[src/rtl/ip_forward_rewrite.sv]
// rtl/ip_forward_rewrite.sv - IPv4 next-hop header rewrite / CPU redirect stage
module ip_forward_rewrite #(
  parameter int C_M_AXIS_DATA_WIDTH  = 256,
  parameter int C_S_AXIS_DATA_WIDTH  = 256,
  parameter int C_M_AXIS_TUSER_WIDTH = 128,
  parameter int C_S_AXIS_TUSER_WIDTH = 128,
  parameter int SRC_PORT_POS         = 16,
  parameter int DST_PORT_POS         = 24,
  parameter int META_DEPTH_BITS      = 2
) (
  input  logic                                AXI_ACLK,
  input  logic                                AXI_RESET,
  input  logic [C_S_AXIS_DATA_WIDTH-1:0]      S_AXIS_TDATA,
  input  logic [C_S_AXIS_DATA_WIDTH/8-1:0]    S_AXIS_TSTRB,
  input  logic [C_S_AXIS_TUSER_WIDTH-1:0]     S_AXIS_TUSER,
  input  logic                                S_AXIS_TVALID,
  input  logic                                S_AXIS_TLAST,
  output logic                                S_AXIS_TREADY,
  output logic [C_M_AXIS_DATA_WIDTH-1:0]      M_AXIS_TDATA,
  output logic [C_M_AXIS_DATA_WIDTH/8-1:0]    M_AXIS_TSTRB,
  output logic [C_M_AXIS_TUSER_WIDTH-1:0]     M_AXIS_TUSER,
  output logic                                M_AXIS_TVALID,
  output logic                                M_AXIS_TLAST,
  input  logic                                M_AXIS_TREADY,
  input  logic                                lu_valid,
  output logic                                lu_ready,
  input  logic                                lu_hit,
  input  logic [47:0]                         lu_dest_mac,
  input  logic [7:0]                          lu_oq,
  input  logic [47:0]                         port_mac0,
  input  logic [47:0]                         port_mac1,
  input  logic [47:0]                         port_mac2,
  input  logic [47:0]                         port_mac3,
  output logic [31:0]                         fwd_count,
  output logic [31:0]                         miss_count,
  output logic [31:0]                         ttl_exp_count
);

  localparam int DEPTH = 1 << META_DEPTH_BITS;
  localparam logic [META_DEPTH_BITS:0] PTR_ONE = 1;

  typedef enum logic [1:0] {ST_IDLE, ST_WAIT_META, ST_BODY} state_t;

  state_t state_q, state_d;

  logic                          meta_hit_q [DEPTH];
  logic [47:0]                   meta_mac_q [DEPTH];
  logic [7:0]                    meta_oq_q  [DEPTH];
  logic [META_DEPTH_BITS:0]      wr_ptr_q, rd_ptr_q;
  logic [META_DEPTH_BITS-1:0]    rd_idx;
  logic                          fifo_empty, fifo_full, wr_en;

  logic [C_M_AXIS_DATA_WIDTH-1:0]   m_data_q;
  logic [C_M_AXIS_DATA_WIDTH/8-1:0] m_strb_q;
  logic [C_M_AXIS_TUSER_WIDTH-1:0]  m_user_q;
  logic                             m_valid_q, m_last_q;
  logic [31:0]                      fwd_q, miss_q, ttl_q;

  logic                             out_free, s_ready, accept, first_acc;
  logic                             h_hit, oq_ok;
  logic [47:0]                      h_mac, sel_mac;
  logic [7:0]                       h_oq, src_oh, dst_oh, ttl;
  logic [15:0]                      etype, csum, csum_new;
  logic [16:0]                      csum_sum;
  logic [C_S_AXIS_DATA_WIDTH-1:0]   out_data;
  logic [C_S_AXIS_TUSER_WIDTH-1:0]  out_user;
  logic                             inc_fwd, inc_miss, inc_ttl;

  assign rd_idx     = rd_ptr_q[META_DEPTH_BITS-1:0];
  assign fifo_empty = (wr_ptr_q == rd_ptr_q);
  assign fifo_full  = (wr_ptr_q[META_DEPTH_BITS] != rd_ptr_q[META_DEPTH_BITS]) &&
                      (wr_ptr_q[META_DEPTH_BITS-1:0] == rd_idx);
  assign lu_ready   = !fifo_full;
  assign wr_en      = lu_valid && !fifo_full;

  // First beats need a lookup result at the FIFO head; body beats flow freely.
  assign out_free  = !m_valid_q || M_AXIS_TREADY;
  assign s_ready   = out_free && ((state_q == ST_BODY) || (state_q == ST_IDLE && !fifo_empty));
  assign accept    = S_AXIS_TVALID && s_ready;
  assign first_acc = accept && (state_q == ST_IDLE);

  assign h_hit = meta_hit_q[rd_idx];
  assign h_mac = meta_mac_q[rd_idx];
  assign h_oq  = meta_oq_q[rd_idx];

  always_ff @(posedge AXI_ACLK) begin
    if (wr_en) begin
      meta_hit_q[wr_ptr_q[META_DEPTH_BITS-1:0]] <= lu_hit;
      meta_mac_q[wr_ptr_q[META_DEPTH_BITS-1:0]] <= lu_dest_mac;
      meta_oq_q[wr_ptr_q[META_DEPTH_BITS-1:0]]  <= lu_oq;
    end
  end

  always_comb begin
    src_oh   = S_AXIS_TUSER[SRC_PORT_POS +: 8];
    dst_oh   = S_AXIS_TUSER[DST_PORT_POS +: 8];
    etype    = S_AXIS_TDATA[159:144];
    ttl      = S_AXIS_TDATA[79:72];
    csum     = S_AXIS_TDATA[63:48];
    oq_ok    = h_oq inside {8'h01, 8'h04, 8'h10, 8'h40};
    case (h_oq)
      8'h04:   sel_mac = port_mac1;
      8'h10:   sel_mac = port_mac2;
      8'h40:   sel_mac = port_mac3;
      default: sel_mac = port_mac0;
    endcase
    // TTL sits in the high byte of its 16-bit checksum word, so a decrement adds 0x0100.
    csum_sum = {1'b0, csum} + 17'h00100;
    csum_new = csum_sum[15:0] + {15'd0, csum_sum[16]};
    out_data = S_AXIS_TDATA;
    out_user = S_AXIS_TUSER;
    inc_fwd  = 1'b0;
    inc_miss = 1'b0;
    inc_ttl  = 1'b0;
    if (state_q == ST_IDLE && dst_oh == 8'd0) begin
      if (etype != 16'h0800 || !h_hit || !oq_ok) begin
        out_user[DST_PORT_POS +: 8] = {src_oh[6:0], 1'b0};
        inc_miss = 1'b1;
      end else if (ttl <= 8'd1) begin
        out_user[DST_PORT_POS +: 8] = {src_oh[6:0], 1'b0};
        inc_ttl = 1'b1;
      end else begin
        out_data[255:208] = h_mac;
        out_data[207:160] = sel_mac;
        out_data[79:72]   = ttl - 8'd1;
        out_data[63:48]   = csum_new;
        out_user[DST_PORT_POS +: 8] = h_oq;
        inc_fwd = 1'b1;
      end
    end
  end

  always_comb begin
    state_d = state_q;
    case (state_q)
      ST_IDLE: begin
        if (S_AXIS_TVALID && fifo_empty && !wr_en) state_d = ST_WAIT_META;
        else if (first_acc && !S_AXIS_TLAST)      state_d = ST_BODY;
      end
      ST_WAIT_META: if (!fifo_empty || wr_en)     state_d = ST_IDLE;
      ST_BODY:      if (accept && S_AXIS_TLAST)   state_d = ST_IDLE;
      default:                                    state_d = ST_IDLE;
    endcase
  end

  always_ff @(posedge AXI_ACLK or posedge AXI_RESET) begin
    if (AXI_RESET) begin
      state_q   <= ST_IDLE;
      wr_ptr_q  <= '0;
      rd_ptr_q  <= '0;
      m_data_q  <= '0;
      m_strb_q  <= '0;
      m_user_q  <= '0;
      m_valid_q <= 1'b0;
      m_last_q  <= 1'b0;
      fwd_q     <= '0;
      miss_q    <= '0;
      ttl_q     <= '0;
    end else begin
      state_q <= state_d;
      if (wr_en) wr_ptr_q <= wr_ptr_q + PTR_ONE;
      if (first_acc) begin
        rd_ptr_q <= rd_ptr_q + PTR_ONE;
        fwd_q    <= fwd_q  + {31'd0, inc_fwd};
        miss_q   <= miss_q + {31'd0, inc_miss};
        ttl_q    <= ttl_q  + {31'd0, inc_ttl};
      end
      if (accept) begin
        m_data_q  <= out_data;
        m_strb_q  <= S_AXIS_TSTRB;
        m_user_q  <= out_user;
        m_last_q  <= S_AXIS_TLAST;
        m_valid_q <= 1'b1;
      end else if (M_AXIS_TREADY) begin
        m_valid_q <= 1'b0;
      end
    end
  end

  assign S_AXIS_TREADY = s_ready;
  assign M_AXIS_TDATA  = m_data_q;
  assign M_AXIS_TSTRB  = m_strb_q;
  assign M_AXIS_TUSER  = m_user_q;
  assign M_AXIS_TVALID = m_valid_q;
  assign M_AXIS_TLAST  = m_last_q;
  assign fwd_count     = fwd_q;
  assign miss_count    = miss_q;
  assign ttl_exp_count = ttl_q;

endmodule
[config.mk]
export PLATFORM = sky130hd
export DESIGN_NAME = ip_forward_rewrite
export DESIGN_NICKNAME = d
export VERILOG_FILES = /design/src/rtl/ip_forward_rewrite.sv
export SDC_FILE = /design/constraint.sdc
export NUM_CORES = 2
export LEC_CHECK = 0
export CAP_MARGIN = 20
export CORE_AREA = 3 3 463 465
export DETAILED_ROUTE_END_ITERATION = 10
export DIE_AREA = 0 0 466 468
export GPL_TIMING_DRIVEN = 1
export SKIP_LAST_GASP = 1
export SYNTH_ARGS = -nofsm -noshare
export SYNTH_HDL_FRONTEND = slang
export SYNTH_SLANG_ARGS = --single-unit
export TNS_END_PERCENT = 20
[constraint.sdc]
create_clock -name AXI_ACLK -period 25.8 [get_ports AXI_ACLK]
set_input_delay 5.16 -clock AXI_ACLK [delete_from_list [all_inputs] [get_ports AXI_ACLK]]
set_output_delay 5.16 -clock AXI_ACLK [all_outputs]
set_load 0.1 [all_outputs]
==> impl_metrics.ini <==
[clock_network]
postCtsSetupBuffers = 0
clk_path_buf_depth = 3
cts_hold_buf = 0
numCtsBuffers = 89
cts_htree_levels = 3
cts.sinks = 750
cts_root_buffer = clkbuf_16
cts_tree = done
clk_pin_slew_ns = 0.06
ctsResizeCount = 0
clock_latency_ns = 0.74

[timing]
clock.fmax_ghz = 0.08209
post-route-period-util = 0.4722
max_slew_margin = 0.08630
finalCriticalPeriod_ns = 12.18
setup_viol = 0
fin_skew_ns = 0.06739
slew_violations = 0
rsz0062_at_grt = no
layout_setup_ws_ns = 13.62
worst_pin_slew_ns = 1.371
finalHoldViolCount = 0
tns_ns = 0

[worst_setup_path]
cp.arrival_ns = 7.02
crit_type = input port to output pin
path_cells = clkdlybuf4s50_1, nand2b_1, inv_1, nor3_1, buf_4
crit_path_max_fanout = 4
max_stage_delay_ns = 0.53
required_ns = 20.64
start_kind = input port
worstSetupEndpointType = output pin
slowest_stage = nor3_1

[detailed_routing]
drc = 0
antenna_left = 0
drt-initial-drc-count = 2270
viasPerCell = 3.875
routed_wl_um = 164100
dr.pass1.iters = 8
num_vias = 26480
routedWlPerCell_um = 24.01

[pwr]
cellPowerDensity_nw_per_um2 = 152.7
peakVddDrop_mv = 0.1530
leakage_nw = 19.86

[global_route]
grt_first_pass_wirelength_um = 218700
overflow = 0
grt_pass1_vias = 26440
grt_start_max_net_pins = 179
grt_use_total = 0.1435
grt_antenna_before_repair = 66

[logic_synthesis]
yosys-top-cells-count = nand2_1 (1,059), dfrtp_1 (522), edfxtp_1 (228)
syn_area_um2 = 31230
yosys-top-cells-area = dfrtp_1 (42%), edfxtp_1 (22%), nand2_1 (13%), mux4_2 (3.8%), xnor2_1 (2.6%)
synth-seq-area-share = 0.6374
async_flop_share = 0.6960
avgSynthCellArea_um2 = 11.36
netlist_instances = 2750
synth_cell_types = 55
dominantRegCellSynth = dfrtp_1
synthMostInstantiatedCell = nand2_1
syn_nets = 3440
synth_top_area_frac = 0.4182
synth_top_area_cell = dfrtp_1
ys_warn_count = 0
synth_edf_count = 228
ys_ff_latch = 750

[outcome]
status = complete, no violations

[cells_and_area]
fill_cells = 22390
drive_gt1_frac = 0.08041
multiInputGateArea_um2 = 10590
nNetsFinal = 4608
fin_area_um2 = 49380
seqCellArea_um2 = 19910
area_growth_pct = 58.12

[place]
pre_cts_ws_ns = 13.29
io_buffers = 1186
placement.cell_area_um2 = 46200
dp_hpwl_um = 130700
gp_congestion = 0.9137

[floorplan]
die_height_um = 468
fp-row-count = 168
start_util = 0.1487
core_um2 = 210000
die_w_um = 466
io_pins = 1187
die_area_um2 = 218100

[run]
maxCapViolCount = 0

[worst_hold_path]
hold_class = flop to flop
## per-layer routing
layer	track usage	vias to the layer above	share of wire
met5	0.01054	-	0.0034
met1	0.1784	13060	0.41
li1	-	11880	-
met3	0.06323	228	0.11
met4	0.04467	36	0.028
met2	0.2215	1279	0.45
## flip-flops by register name (all words and copies together), names as in the netlist
register       cells
M_AXIS_TUSER     128
meta_mac_q       192
ttl_exp_count     32
meta_hit_q         4
state_q            2
wr_ptr_q           3
miss_count        32
M_AXIS_TLAST       1
M_AXIS_TVALID      1
M_AXIS_TSTRB      32
M_AXIS_TDATA     256
meta_oq_q         32
fwd_count         32
rd_ptr_q           3
## final timing paths
check / startpoint / to / depth (start not counted) / slack [ns]
worst max-delay path: M_AXIS_TREADY / S_AXIS_TREADY / 5 / 13.62
worst min-delay path: M_AXIS_TDATA[97] / M_AXIS_TDATA[97] / 2 / 0.47
worst max register to register: rd_ptr_q[0] / ttl_exp_count[30] / 13 / 20.07
worst min register to register: M_AXIS_TDATA[97] / M_AXIS_TDATA[97] / 2 / 0.47
max in group asynchronous: AXI_RESET / M_AXIS_TDATA[170] / 5 / 17.91
min in group asynchronous: AXI_RESET / M_AXIS_TUSER[76] / 2 / 4.88
## area by class of cell
type / count / share of cell area
Sequential cell: 750 / 0.4032
Timing Repair Buffer: 1229 / 0.2468
Multi-Input combinational cell: 1832 / 0.2145
Tap cell: 2805 / 0.07107
Clock buffer: 133 / 0.05209
Clock inverter: 32 / 0.009096
Antenna cell: 37 / 0.001875
Inverter: 16 / 0.001368
## where the power goes
group | leakage, nW | total (mW) | internal (mW) | switching (mW)
registers | 8.65 | 1.91 | 1.64 | 0.267
clock network | 1.45 | 1.30 | 0.740 | 0.555
logic | 9.76 | 4.33 | 0.941 | 3.39
total | 19.9 | 7.54 | 3.33 | 4.21
## cells by family after synthesis
group / after synthesis / synth area share
muxes: 117 / 0.05877
DFF: 750 / 0.6374
buffers and inverters: 168 / 0.02508
AOI/OAI and AO/OA: 242 / 0.06125
adders and majority gates: 19 / 0.007612
xor gates and xnor gates: 118 / 0.03309
and+or+nand+nor: 1336 / 0.1767
## metrics by stage
| step | utilization | hold WS [ns] | power (mW) | std cells |
|---|---|---|---|---|
| detailed placement | 0.2200 | 0.4609 | 6.301 | 6629 |
| floorplan | - | 0.4591 | 4.924 | 2750 |
| global route | 0.2350 | 0.4865 | 7.847 | 6822 |
| CTS | 0.2344 | 0.4747 | 7.637 | 6794 |
| global placement | 0.2198 | 0.4559 | 6.267 | 6627 |
| finish | 0.2352 | 0.4690 | 7.541 | 6834 |
## cells in the final DEF, fill, tap and decap left out, types with 37 or more instances in the layout
cell and count:
clkdlybuf4s50_1 1148, nand2_1 1059, dfrtp_1 520, edfxtp_1 228
nand3_1 91, xnor2_1 91, clkbuf_16 89, buf_4 70
mux2i_1 63, o21ai_1 60, mux4_2 53, a22o_1 48
a222oi_1 48, nor2_1 44, diode_2 37
## critical path: cells and delay by family
family | cells | cell delay (ns)
simple gates | 2 | 0.84
buf+inv | 3 | 0.99
(Power assumes the default switching activity.)
